### src/rtl/reg_file_dump_if.sv
// Bundles the register-file read/snoop port, the dump control and the output word stream.
// Latency: none; wires only.
// Backpressure: OutValid/OutReady handshake on the output stream.
interface reg_file_dump_if #(
   parameter int DATA_W = 32,
   parameter int ADDR_W = 5
);
   logic              Start;
   logic [ADDR_W-1:0] StartAddr;
   logic [5:0]        Count;
   logic [ADDR_W-1:0] RdAddr;
   logic [DATA_W-1:0] RdData;
   logic              WrEn;
   logic [ADDR_W-1:0] WrAddr;
   logic [DATA_W-1:0] WrData;
   logic              OutValid;
   logic              OutReady;
   logic [ADDR_W-1:0] OutAddr;
   logic [DATA_W-1:0] OutData;
   logic              Busy;
   logic              Done;

   // Dump engine side
   modport master (
      input  Start, StartAddr, Count, RdData, WrEn, WrAddr, WrData, OutReady,
      output RdAddr, OutValid, OutAddr, OutData, Busy, Done
   );

   // Register file / consumer / controller side
   modport slave (
      output Start, StartAddr, Count, RdData, WrEn, WrAddr, WrData, OutReady,
      input  RdAddr, OutValid, OutAddr, OutData, Busy, Done
   );
endinterface

### src/rtl/reg_file_dump.sv
// Walks a range of register-file addresses and streams each captured value out.
// Latency: Start to first OutValid 2 cycles; peak 1 word per 2 cycles.
// Backpressure: a held word stays frozen until OutReady; the walk stalls meanwhile.
module reg_file_dump #(
   parameter int DATA_W = 32,
   parameter int ADDR_W = 5,
   parameter int FWD_EN = 1
) (
   input  logic           Clk,
   input  logic           Rst,
   reg_file_dump_if.master bus
);

   typedef enum logic [1:0] {S_IDLE, S_FETCH, S_HOLD} state_t;

   state_t            state_q, state_d;
   logic [ADDR_W-1:0] rd_addr_q, rd_addr_d;
   logic [ADDR_W-1:0] out_addr_q, out_addr_d;
   logic [DATA_W-1:0] out_data_q, out_data_d;
   logic              out_valid_q, out_valid_d;
   logic              done_q, done_d;
   logic [5:0]        rem_q, rem_d;

   logic [5:0]        count_eff;
   logic              fwd;

   // 0 and anything above 32 both mean a full sweep of the file
   assign count_eff = ((bus.Count == 6'd0) || (bus.Count > 6'd32)) ? 6'd32 : bus.Count;

   // A write landing on the register being sampled this edge wins; r0 is hardwired in the array
   assign fwd = (FWD_EN != 0) && bus.WrEn && (bus.WrAddr == rd_addr_q) &&
                (rd_addr_q != '0);

   // State and datapath registers; reset aborts any dump without a Done pulse
   always_ff @(posedge Clk) begin
      if (Rst) begin
         state_q     <= S_IDLE;
         rd_addr_q   <= '0;
         out_addr_q  <= '0;
         out_data_q  <= '0;
         out_valid_q <= 1'b0;
         done_q      <= 1'b0;
         rem_q       <= 6'd0;
      end else begin
         state_q     <= state_d;
         rd_addr_q   <= rd_addr_d;
         out_addr_q  <= out_addr_d;
         out_data_q  <= out_data_d;
         out_valid_q <= out_valid_d;
         done_q      <= done_d;
         rem_q       <= rem_d;
      end
   end

   // Next-state: Start only honoured when idle, so a Start while busy is dropped
   always_comb begin
      state_d = state_q;
      case (state_q)
         S_IDLE:  if (bus.Start) state_d = S_FETCH;
         S_FETCH: state_d = S_HOLD;
         S_HOLD:  if (bus.OutReady) state_d = (rem_q == 6'd1) ? S_IDLE : S_FETCH;
         default: state_d = S_IDLE;
      endcase
   end

   // Datapath updates per state; the held word is never refreshed by later writes
   always_comb begin
      rd_addr_d   = rd_addr_q;
      out_addr_d  = out_addr_q;
      out_data_d  = out_data_q;
      out_valid_d = out_valid_q;
      rem_d       = rem_q;
      done_d      = 1'b0;
      case (state_q)
         S_IDLE: begin
            if (bus.Start) begin
               rd_addr_d = bus.StartAddr;
               rem_d     = count_eff;
            end
         end
         S_FETCH: begin
            out_data_d  = fwd ? bus.WrData : bus.RdData;
            out_addr_d  = rd_addr_q;
            out_valid_d = 1'b1;
         end
         S_HOLD: begin
            if (bus.OutReady) begin
               out_valid_d = 1'b0;
               if (rem_q == 6'd1) begin
                  done_d = 1'b1;
               end else begin
                  rem_d     = rem_q - 6'd1;
                  rd_addr_d = rd_addr_q + 1'b1;
               end
            end
         end
         default: ;
      endcase
   end

   assign bus.RdAddr   = rd_addr_q;
   assign bus.OutAddr  = out_addr_q;
   assign bus.OutData  = out_data_q;
   assign bus.OutValid = out_valid_q;
   assign bus.Done     = done_q;
   assign bus.Busy     = (state_q != S_IDLE);

endmodule
### src/flat_wrapper.sv
// flat-port wrapper written by rule: the top's interface ports become plain ports
module reg_file_dump_flat 
#(
   parameter int DATA_W = 32,
   parameter int ADDR_W = 5,
   parameter int FWD_EN = 1
)
  (Clk, Rst, bus_Start, bus_StartAddr, bus_Count, bus_RdData, bus_WrEn, bus_WrAddr, bus_WrData, bus_OutReady, bus_RdAddr, bus_OutValid, bus_OutAddr, bus_OutData, bus_Busy, bus_Done);
  reg_file_dump_if #(.DATA_W(DATA_W), .ADDR_W(ADDR_W)) bus_i ();
  input  logic Clk;
  input  logic Rst;
  input wire logic [$bits(bus_i.Start)-1:0] bus_Start;
  input wire logic [$bits(bus_i.StartAddr)-1:0] bus_StartAddr;
  input wire logic [$bits(bus_i.Count)-1:0] bus_Count;
  input wire logic [$bits(bus_i.RdData)-1:0] bus_RdData;
  input wire logic [$bits(bus_i.WrEn)-1:0] bus_WrEn;
  input wire logic [$bits(bus_i.WrAddr)-1:0] bus_WrAddr;
  input wire logic [$bits(bus_i.WrData)-1:0] bus_WrData;
  input wire logic [$bits(bus_i.OutReady)-1:0] bus_OutReady;
  output wire logic [$bits(bus_i.RdAddr)-1:0] bus_RdAddr;
  output wire logic [$bits(bus_i.OutValid)-1:0] bus_OutValid;
  output wire logic [$bits(bus_i.OutAddr)-1:0] bus_OutAddr;
  output wire logic [$bits(bus_i.OutData)-1:0] bus_OutData;
  output wire logic [$bits(bus_i.Busy)-1:0] bus_Busy;
  output wire logic [$bits(bus_i.Done)-1:0] bus_Done;
  assign bus_i.Start = bus_Start;
  assign bus_i.StartAddr = bus_StartAddr;
  assign bus_i.Count = bus_Count;
  assign bus_i.RdData = bus_RdData;
  assign bus_i.WrEn = bus_WrEn;
  assign bus_i.WrAddr = bus_WrAddr;
  assign bus_i.WrData = bus_WrData;
  assign bus_i.OutReady = bus_OutReady;
  assign bus_RdAddr = bus_i.RdAddr;
  assign bus_OutValid = bus_i.OutValid;
  assign bus_OutAddr = bus_i.OutAddr;
  assign bus_OutData = bus_i.OutData;
  assign bus_Busy = bus_i.Busy;
  assign bus_Done = bus_i.Done;
  reg_file_dump #(.DATA_W(DATA_W), .ADDR_W(ADDR_W), .FWD_EN(FWD_EN)) u_core (.Clk(Clk), .Rst(Rst), .bus(bus_i));
endmodule
### config.mk
export PLATFORM = sky130hd
export DESIGN_NAME = reg_file_dump_flat
export DESIGN_NICKNAME = d
export VERILOG_FILES = /design/src/rtl/reg_file_dump_if.sv /design/src/rtl/reg_file_dump.sv /design/src/flat_wrapper.sv
export SDC_FILE = /design/constraint.sdc
export NUM_CORES = 1
export LEC_CHECK = 0
export ABC_AREA = 1
export BUFFER_PORTS_ARGS = -buffer_cell sky130_fd_sc_hd__clkbuf_2
export CAP_MARGIN = 10
export CELL_PAD_IN_SITES_DETAIL_PLACEMENT = 0
export CELL_PAD_IN_SITES_GLOBAL_PLACEMENT = 1
export CORE_AREA = 3 3 109 85
export CTS_BUF_LIST = sky130_fd_sc_hd__clkbuf_4
export CTS_CLUSTER_DIAMETER = 200
export DETAILED_ROUTE_END_ITERATION = 12
export DIE_AREA = 0 0 112 88
export PLACE_DENSITY = 0.87
export REMOVE_ABC_BUFFERS = 1
export SLEW_MARGIN = 10
export SYNTH_ARGS = -nofsm -noshare
export SYNTH_HDL_FRONTEND = slang
export SYNTH_SLANG_ARGS = --single-unit
### constraint.sdc
create_clock -name Clk -period 2.7 [get_ports Clk]
set_input_delay 0.27 -clock Clk [delete_from_list [all_inputs] [get_ports Clk]]
set_output_delay 0.27 -clock Clk [all_outputs]
set_load 0.01 [all_outputs]
==> summary.txt, run 1 <==
Biggest cell delay along the critical path: 0.46 ns
Crit. End Element: register
Slew margin rel.: 46.75%
Crit-path max FO: 32
Slew Viols, Final: 0
Simple-Gate Fraction of Synth Area: 38.55%
Seq/Total Area, Yosys: 37.08%
Initial Utilization: 33.79%
Top-count cell post-synth: nand2_1
Vias in the first global route: 2,871
Port Buffers: 129
Max Buffers Root-to-Sink: 2
Post-Layout Cell Count: 669
Die Ht: 88 um
RSZ-0062 raised after global routing: false
Multiplexer area fraction after synthesis: 0%
DR iter-0 viols: 179
DRT Wirelength: 7.901 mm
Synth top cells by count: 97 x nand2_1, 78 x nor2_1, 71 x nand3_1
Seq cells post-synth: 52
Setup Skew: 0.009196 ns
# DRC: 0
Die area: 9856 um2
Number of synthesized flops with an enable pin: 0
Pleak: 1.964 nW
Largest family of logic cells by synthesized area: simple AND/OR/NAND/NOR gates
Vias per std cell: 4.607
Xor/xnor share of the synthesized area: 0.9358%
Core Box Area: 8309 um2
N_diodes: 0
Largest area contributor in the netlist: dfxtp_1
Register Area: 1041 um2
Post-synthesis compound-gate area fraction: 9.225%
Layout cells sized above 1: 27.63%
Slowest cell on crit path: dfxtp_1
Fmax achieved: 0.5297 GHz
Setup Crit Path Kind: register to register
Top cell by count, worst path: nand2_1
First-pass GRT wire length: 13.12 mm
Multi-input gate area: 1425 um2
Pin count of the biggest net entering global routing: 72
Detail Placement HPWL: 5.758 mm
Fin. Hold Viols: 0
Synth Area in Adders: 1.783%
R2R Path Start: u_core.bus.RdAddr[0]
CP Cell Sequence: inv_2, ha_1, nand2_1, nand2_1, a21oi_4, nand2_2, nand2_1, nand3_1, nand2_1, inv_1
Total power: 1.750 mW
Num CTS Buffers: 5
Crit-path leading delay family: simple AND/OR/NAND/NOR gates
MaxCap Viol Count: 0
Avg Cell Area, Syn: 6.324 um2
Setup violators final: 0
WP buf/inv: 2
Total global-route track usage: 15.97%
Setup ws final: 0.8123 ns
I/O pin cnt: 130
Synth-to-Final Area Change: 26.92%
End-of-flow core utilization: 42.89%
Hold Crit Depth: 5
Slew @ Worst Pin: 0.7934 ns
Die width: 112 um
Yosys warnings: 0
Worst vdd ir: 0.0002267 V
Setup bufs post-CTS: 0
R2R Setup Slk: 0.81 ns
GRT overflow: 0
Nets: 649
GPL Wtd Cong: 0.7955
Status: complete, no violations
Row Count: 29
Synthesized netlist cell count: 444
Root Buffer: clkbuf_4
Hold WS: 0.1875 ns
Hold worst-path end: u_core.bus.OutData[6]
TritonCTS Sinks: 52
Post-CTS resize count: 0
Setup WS pre-CTS: 0.8045 ns
Ys async rst share: 0%
Hold WC Path Type: primary input to register
Worst-Skew Late Latency: 0.35 ns
Tmin final: 1.888 ns
CTS H-tree lvls: 2
Routed len/inst: 11.81 um
Vias: 3,082
Unique cell type count in the Yosys netlist: 26
Post-synthesis cell area: 2808 um2
CP required: 2.97 ns
Antenna Nets Post-Route: 0
CTS tree: yes
Period Utilization, post-route: 69.92%
Worst reg2reg path endpoint: u_core.bus.OutData[25]
First-pass detailed-route iteration total: 4
WP data arrival: 2.16 ns
Synth top area share: 37.08%
Power Density: 491.1 nW/um2
Hold_sp: bus_RdData[6]
Number of hold buffers added after cts: 0
Antenna violations before repair: 0
Clock-pin slew on the worst setup and hold paths: 0.15 ns
Startpoint types: register
Reg2Reg Depth: 10
Area contributors post-synth: dfxtp_1 37%, nand2_1 13%, nand3_1 13%
# fillers: 876
Top_reg_cell synth: dfxtp_1
Number of instances in the placed design: 661
==> through the flow <==
step | instance area (um2) | TNS, ns
finish | 3563 | 0
floorplan | 2669 | -16.66
CTS | 3563 | 0
global placement | 3507 | 0
detailed placement | 3507 | 0
global route | 3563 | 0
==> logic make-up after synthesis <==
| kind of cell | Yosys count |
|---|---|
| and+or+nand+nor | 256 |
| buffers and inverters | 81 |
| DFF | 52 |
| AOI/OAI and AO/OA | 48 |
| adders and majority gates | 4 |
| xor gates and xnor gates | 3 |
==> report_power, final <==
group          internal (mW)  total, mW  leakage, nW  switching, mW
registers              0.838      0.889        0.428         0.0502
logic                  0.201      0.503         1.50          0.302
clock network          0.121      0.358       0.0338          0.237
total                   1.16       1.75         1.96          0.589
==> sequential cells by signal, summed over array words and instances (netlist names) <==
name / cells
u_core.bus.OutData: 32
u_core.rem_q: 6
u_core.bus.OutAddr: 5
u_core.bus.RdAddr: 5
u_core.state_q: 2
u_core.bus.Done: 1
u_core.bus.OutValid: 1
==> worst max path at each step <==
| stage | from | endpoint | slack [ns] | depth (start not counted) |
|---|---|---|---|---|
| after floorplan | u_core.state_q[0] | u_core.bus.OutAddr[0] | -0.47 | 4 |
| after global placement | u_core.bus.RdAddr[0] | u_core.bus.OutData[0] | 0.89 | 10 |
| after detailed placement | u_core.bus.RdAddr[0] | u_core.bus.OutData[18] | 0.80 | 10 |
| after CTS | u_core.bus.RdAddr[0] | u_core.bus.OutData[25] | 0.78 | 10 |
| after global routing | u_core.bus.RdAddr[0] | u_core.bus.OutData[25] | 0.55 | 10 |
| final | u_core.bus.RdAddr[0] | u_core.bus.OutData[25] | 0.81 | 10 |
==> cells in the final DEF (no fill, tap or decap) <==
| master | synthesis | layout |
|---|---|---|
| a21oi_1 | 19 | 19 |
| o21a_1 | 1 | 1 |
| dfxtp_1 | 52 | 52 |
| clkbuf_4 | 0 | 7 |
| xor2_1 | 3 | 3 |
| a21oi_4 | 1 | 1 |
| nor3_1 | 2 | 2 |
| nand2_2 | 2 | 2 |
| inv_2 | 7 | 7 |
| o21ai_0 | 8 | 8 |
| inv_1 | 48 | 48 |
| ha_1 | 4 | 4 |
| nor2_1 | 78 | 77 |
| buf_12 | 0 | 1 |
| nand2_1 | 97 | 97 |
| buf_4 | 3 | 4 |
| nor2_2 | 1 | 1 |
| clkbuf_2 | 0 | 129 |
| nand3_1 | 71 | 71 |
| clkinv_1 | 1 | 2 |
| nor2_4 | 2 | 3 |
| a21boi_1 | 1 | 1 |
| nand4_1 | 3 | 3 |
| o21ai_1 | 16 | 16 |
| a31oi_1 | 2 | 2 |
==> worst min-delay path, stage by stage <==
cell and delay (ns):
clkbuf_2 0.07, nand2_1 0.04, nand3_1 0.05, nand2_1 0.04
inv_1 0.04
==> final cells by class <==
cell class	count	area share (%)
Multi-Input combinational cell	311	39.99
Sequential cell	52	29.21
Timing Repair Buffer	134	19.52
Tap cell	108	3.792
Clock buffer	7	1.475
Inverter	56	5.899
Clock inverter	1	0.1053
==> layer usage <==
| metal | vias up | wire length [um] | GRT usage [%] |
|---|---|---|---|
| met3 | 9 | 615 | 3.384 |
| met1 | 1334 | 3843 | 21.79 |
| met4 | 0 | 82 | 4.148 |
| met5 | - | 0 | 0 |
| li1 | 1621 | - | - |
| met2 | 118 | 3359 | 26.01 |
(Power assumes the default switching activity.)
==> run 2, diff against run 1 <==
- ABC_AREA: 1 -> 0
- CORE_AREA: 3 3 109 85 -> 3 3 116 90
- DIE_AREA: 0 0 112 88 -> 0 0 119 93
- PLACE_DENSITY: 0.87 -> 0.79
- clock period: 2.7 -> 1.6 ns (I/O delays scaled with it)
==> summary.txt, run 2 <==
Status: finished with violations
Failing checks: negative setup slack
Setup violators final: 42 (+42)
Unique cell type count in the Yosys netlist: 45 (+73%)
TritonCTS Sinks: 52 (unchanged)
P_int: 2.383 mW (+110%)
WP data arrival: 2.04 ns (-0.12 ns)
Startpoint types: register
Max reg flops: 32 (unchanged)
Die area: 11,070 um2 (+12%)
Vias in the first global route: 3,243 (+13%)
Crit. End Element: register
Hold Crit Depth: 3 (-2)
GPL Wtd Cong: 0.8828 (+11%)
Row Count: 31 (+6.9%)
Fmax achieved: 0.5688 GHz (+7.4%)
Setup TNS: -2.753 ns (-2.753 ns)
Setup Skew: 0.01987 ns (+0.01068 ns)
Slowest cell on crit path: or4_4
CP Cell Sequence: or4_4, o311ai_4, buf_12, nor2_2, o32ai_1
Clock share of power: 16.5% (-4.0 points)
Multi-input gate area: 2077 um2 (+46%)
Synth top area share: 36.28% (-0.79 points)
I/O pin cnt: 130 (unchanged)
Total global-route track usage: 18.03% (+2.1 points)
Register Area: 1054 um2 (+1.2%)
Seq/Total Area, Yosys: 36.28% (-0.79 points)
Period Utilization, post-route: 109.9% (+40 points)
Setup ws final: -0.1580 ns (-0.9703 ns)
Yosys warnings: 0 (unchanged)
Pleak: 2.151 nW (+9.5%)
Final instance area: 4959 um2 (+39%)
Slew @ Worst Pin: 0.4018 ns (-0.3916 ns)
Detail Placement HPWL: 6.555 mm (+14%)
Vias: 3,461 (+12%)
Routed len/inst: 16.38 um (+39%)
DRT Wirelength: 10.99 mm (+39%)
CP required: 1.88 ns (-1.09 ns)
Tmin final: 1.758 ns (-0.1297 ns)
Layout cells sized above 1: 53.99% (+26 points)
First-pass GRT wire length: 16.40 mm (+25%)
Post-synthesis cell area: 2869 um2 (+2.2%)
Synthesized netlist cell count: 368 (-17%)
Crit-path max FO: 8 (-75%)
Hold WC Path Type: primary input to register
# DRC: 0 (unchanged)
Most frequent cells in the layout: 129 x clkbuf_2, 46 x dfxtp_1, 40 x nor2_1
Power Density: 746.1 nW/um2 (+52%)
Sw Share: 35.59% (+1.9 points)
# fillers: 876 (unchanged)
Switching power: 1.317 mW (+120%)
Logic pwr share: 43.5% (+15 points)
Synth-to-Final Area Change: 72.83%
Worst-Skew Late Latency: 0.37 ns (+0.02 ns)
Post-Layout Cell Count: 671 (+0.30%)
Num CTS Buffers: 5 (unchanged)
Port Buffers: 129 (unchanged)
Number of synthesized flops with an enable pin: 0 (unchanged)
RSZ-0062 raised after global routing: true
Ys async rst share: 0% (unchanged)
Reg2Reg Depth: 5 (-5)
Seq cells post-synth: 52 (unchanged)
Clock-pin slew on the worst setup and hold paths: 0.16 ns (about the same)
Hold WS: 0.01485 ns (-0.1727 ns)
Initial Utilization: 30.19% (-3.6 points)
Antenna Nets Post-Route: 0 (unchanged)
CTS tree: yes
Number of instances in the placed design: 625 (-5.4%)
Nets: 628 (-3.2%)
Setup WS pre-CTS: -0.1992 ns (-1.004 ns)
Vias per std cell: 5.158 (+12%)
Fin. Hold Viols: 0 (unchanged)
Slew margin rel.: 72.97% (+26 points)
Setup Crit Path Kind: register to register
Antenna violations before repair: 0 (unchanged)
Post-DP Area: 3861 um2 (+10%)
Max Buffers Root-to-Sink: 2 (unchanged)
Synth top cells by count: 52 x dfxtp_1, 44 x nor2_1, 38 x o21ai_0
Biggest cell delay along the critical path: 0.56 ns (+0.10 ns)
First-pass detailed-route iteration total: 4 (unchanged)
Area contributors post-synth: dfxtp_1 36%, a211oi_1 8.9%, o21ai_0 6.6%
Root Buffer: clkbuf_4
N_diodes: 0 (unchanged)
Worst vdd ir: 0.0003849 V (+70%)
Top-count cell post-synth: dfxtp_1
Slew Viols, Final: 0 (unchanged)
Top_reg_cell synth: dfxtp_1
DR iter-0 viols: 199 (+11%)
Avg Cell Area, Syn: 7.796 um2 (+23%)
Sequential group share of total power: 40.0% (-11 points)
Largest area contributor in the netlist: dfxtp_1
CTS H-tree lvls: 2 (unchanged)
MaxCap Viol Count: 0 (unchanged)
Die width: 119 um (+6.3%)
Commonest non-fill, non-tap cell in the layout: clkbuf_2
Pin count of the biggest net entering global routing: 59 (-18%)
GRT overflow: 0 (unchanged)
Die Ht: 93 um (+5.7%)
Core Box Area: 9503 um2 (+14%)
run 2: path summary, 6_finish.rpt:
path	start	end	slack [ns]
worst min register to register	u_core.bus.OutAddr[1]	u_core.bus.OutAddr[1]	0.47
worst min-delay path	bus_RdData[3]	u_core.bus.OutData[3]	0.01
worst max-delay path	u_core.rem_q[2]	u_core.rem_q[0]	-0.16
worst max register to register	u_core.rem_q[2]	u_core.rem_q[0]	-0.16
run 2: cell families after synthesis:
| group | synth area share [%] |
|---|---|
| DFF | 36.28 |
| adders and majority gates | 1.745 |
| AOI/OAI and AO/OA | 33.06 |
| xor gates and xnor gates | 1.527 |
| muxes | 0.3925 |
| buffers and inverters | 8.853 |
| and+or+nand+nor | 18.14 |
run 2: layer usage:
| metal | GRT usage [%] | wire length, um | vias up |
|---|---|---|---|
| li1 | - | - | 1667 |
| met1 | 24.21 | 5047 | 1644 |
| met2 | 30.09 | 5186 | 134 |
| met3 | 3.688 | 622 | 16 |
| met4 | 3.761 | 134 | 0 |
| met5 | 0 | 0 | - |
run 2: critical path, delay by kind of cell, from the launching register on:
kind	cells	cell delay, ns
compound gates	2	0.55
buf+inv	1	0.18
flops	1	0.35
simple gates	2	0.60
run 2: timing repair:
item,in CTS,in global routing
setup endpoints to repair,43,45
setup buffers,11,5
resized for setup,81,72
hold buffers,12,4
pin swaps,38,47
hold endpoints to repair,12,4
gates cloned,5,5
run 2: power by group through the flow:
stage | logic [mW] | registers, mW | clock network [mW]
2_1_floorplan | 0.474 | 1.55 | 0
3_3_place_gp | 1.02 | 1.50 | 0
3_5_place_dp | 1.04 | 1.50 | 0
4_1_cts | 1.42 | 1.48 | 0.645
5_1_grt | 1.73 | 1.49 | 0.689
6_report | 1.61 | 1.48 | 0.612
run 2: area by class of cell:
class	instances	area share, %
repair buffers	199	30.36
well taps	132	3.331
inverters	28	2.170
clock buffers	6	0.9084
flip-flops and latches	52	21.25
multi-input cells	253	41.89
clock inverters	1	0.1009
run 2: per-stage QoR:
stage / utilization [%] / power (mW)
after floorplan: - / 2.023
after global routing: 52.18 / 3.912
final: 52.18 / 3.699
after CTS: 47.79 / 3.541
after global placement: 40.63 / 2.521
after detailed placement: 40.63 / 2.540
==> run 3, diff against run 2 <==
- CORE_AREA: 3 3 116 90 -> 3 3 111 86
- DIE_AREA: 0 0 119 93 -> 0 0 114 89
- PLACE_DENSITY: 0.79 -> 0.82
- clock period: 1.6 -> 1.7 ns (I/O delays scaled with it)
==> summary.txt, run 3 (synthesized netlist as in run 2, its figures left out) <==
TritonCTS Sinks: 52 (unchanged)
Max Buffers Root-to-Sink: 2 (unchanged)
Slowest cell on crit path: or4_4
Crit. End Element: register
Most frequent cells in the layout: 129 x clkbuf_2, 50 x dfxtp_1, 43 x nor2_1
RSZ-0062 raised after global routing: true
Worst vdd ir: 0.0003641 V (-5.4%)
Post-DP Area: 3754 um2 (-2.8%)
Setup ws final: -0.03190 ns (+0.1261 ns)
Detail Placement HPWL: 6.546 mm (-0.14%)
CP Cell Sequence: or4_4, o311ai_4, buf_12, nor2_1, o32ai_1
Fin. Hold Viols: 0 (unchanged)
DRT Wirelength: 10.56 mm (-4.0%)
CP required: 1.98 ns (+0.10 ns)
Vias per std cell: 5.321 (+3.2%)
Hold WC Path Type: primary input to register
Die width: 114 um (-4.2%)
Root Buffer: clkbuf_4
CTS H-tree lvls: 2 (unchanged)
Slew @ Worst Pin: 0.6085 ns (+0.2066 ns)
# DRC: 0 (unchanged)
Row Count: 29 (-6.5%)
Die Ht: 89 um (-4.3%)
MaxCap Viol Count: 0 (unchanged)
Core Box Area: 8491 um2 (-11%)
Setup violators final: 5 (-88%)
Crit-path max FO: 11 (+3)
Post-Layout Cell Count: 629 (-6.3%)
GRT overflow: 0 (unchanged)
Worst-Skew Late Latency: 0.37 ns (about the same)
Startpoint types: register
Total global-route track usage: 17.26% (-0.77 points)
Max reg flops: 32 (unchanged)
Power Density: 767.0 nW/um2 (+2.8%)
Clock-pin slew on the worst setup and hold paths: 0.15 ns (about the same)
Setup WS pre-CTS: -0.04023 ns (+0.1590 ns)
Slew Viols, Final: 0 (unchanged)
Vias: 3,347 (-3.3%)
Antenna Nets Post-Route: 0 (unchanged)
Routed len/inst: 16.78 um (+2.5%)
Pleak: 2.006 nW (-6.7%)
I/O pin cnt: 130 (unchanged)
DR iter-0 viols: 171 (-14%)
Antenna violations before repair: 0 (unchanged)
Die area: 10,150 um2 (-8.3%)
N_diodes: 0 (unchanged)
Final instance area: 4434 um2 (-11%)
Failing checks: negative setup slack
Reg2Reg Depth: 5 (unchanged)
Fmax achieved: 0.5774 GHz (+1.5%)
Period Utilization, post-route: 101.9% (-8.0 points)
Vias in the first global route: 2,965 (-8.6%)
First-pass GRT wire length: 14.26 mm (-13%)
GPL Wtd Cong: 0.8186 (-7.3%)
First-pass detailed-route iteration total: 5 (+1)
Slew margin rel.: 59.44% (-14 points)
Tmin final: 1.732 ns (-0.02610 ns)
Initial Utilization: 33.79% (+3.6 points)
Layout cells sized above 1: 44.15% (-9.8 points)
Pin count of the biggest net entering global routing: 54 (-8.5%)
Hold Crit Depth: 3 (unchanged)
Port Buffers: 129 (unchanged)
Num CTS Buffers: 5 (unchanged)
Setup Skew: 0.006978 ns (-0.01290 ns)
CTS tree: yes
Synth-to-Final Area Change: 54.56%
Commonest non-fill, non-tap cell in the layout: clkbuf_2
Setup Crit Path Kind: register to register
Biggest cell delay along the critical path: 0.55 ns (about the same)
Status: finished with violations
WP data arrival: 2.01 ns (-0.03 ns)
Number of instances in the placed design: 594 (-5.0%)
Nets: 609 (-3.0%)
[run 3: cell count changes in the layout (fill, tap and decap cells not counted), sizes merged]
cell and change:
buf -11, dlygate4sd3 -11, clkbuf +2, bufinv +1
clkinv +1
[run 3: repair_timing]
action | in CTS | in global routing
endpoints found under the setup margin | 32 | 41
pin swaps | 1 | 32
endpoints found under the hold margin | 2 | 3
resized for setup | 4 | 66
cloned | 0 | 12
setup buffers | 2 | 8
hold buffers | 2 | 3
[run 3: worst max-delay path, delay by kind of cell, from the launching register on]
family	cells	cell delay (ns)
AOI/OAI and AO/OA	2	0.54
buffers and inverters	1	0.17
DFF	1	0.34
and+or+nand+nor	2	0.60
[run 3: final cells by class]
type / instances / area (um2)
Tap cell: 108 / 135.1
Timing Repair Buffer: 180 / 1285
Sequential cell: 52 / 1046
Fill cell: 820 / 4056
Inverter: 28 / 107.6
Clock inverter: 3 / 42.54
Multi-Input combinational cell: 253 / 1780
Clock buffer: 5 / 37.54
[run 3: metrics by stage]
stage / util (%) / setup TNS (ns) / total power, mW / hold WS (ns)
after CTS: 45.80 / -0.1146 / 3.111 / 0.003193
final: 52.23 / -0.05028 / 3.401 / 0.02318
after global routing: 52.23 / -1.773 / 3.598 / 0.01218
after global placement: 44.21 / 0 / 2.333 / 0.4204
after floorplan: - / -41.52 / 1.904 / 0.2391
after detailed placement: 44.21 / -0.2459 / 2.352 / 0.4284
[run 3: power breakdown]
part / internal [mW] / switching (mW) / total, mW
registers: 1.32 / 0.0715 / 1.39
clock network: 0.309 / 0.420 / 0.729
logic: 0.631 / 0.649 / 1.28
[run 3: final timing paths]
check	startpoint	to	slack (ns)
worst max register to register	u_core.rem_q[2]	u_core.rem_q[0]	-0.03
worst min-delay path	bus_RdData[19]	u_core.bus.OutData[19]	0.02
worst min register to register	u_core.bus.OutAddr[4]	u_core.bus.OutAddr[4]	0.48
worst max-delay path	u_core.rem_q[2]	u_core.rem_q[0]	-0.03
[run 3: metal layers]
metal / part of all wire [%] / up-vias / wire length, um / global-route usage, %
li1: - / 1631 / - / -
met1: 47 / 1585 / 4911 / 23.45
met2: 46 / 118 / 4908 / 28.37
met3: 5.4 / 13 / 572 / 3.383
met4: 1.5 / 0 / 161 / 4.423
met5: 0 / - / 0 / 0
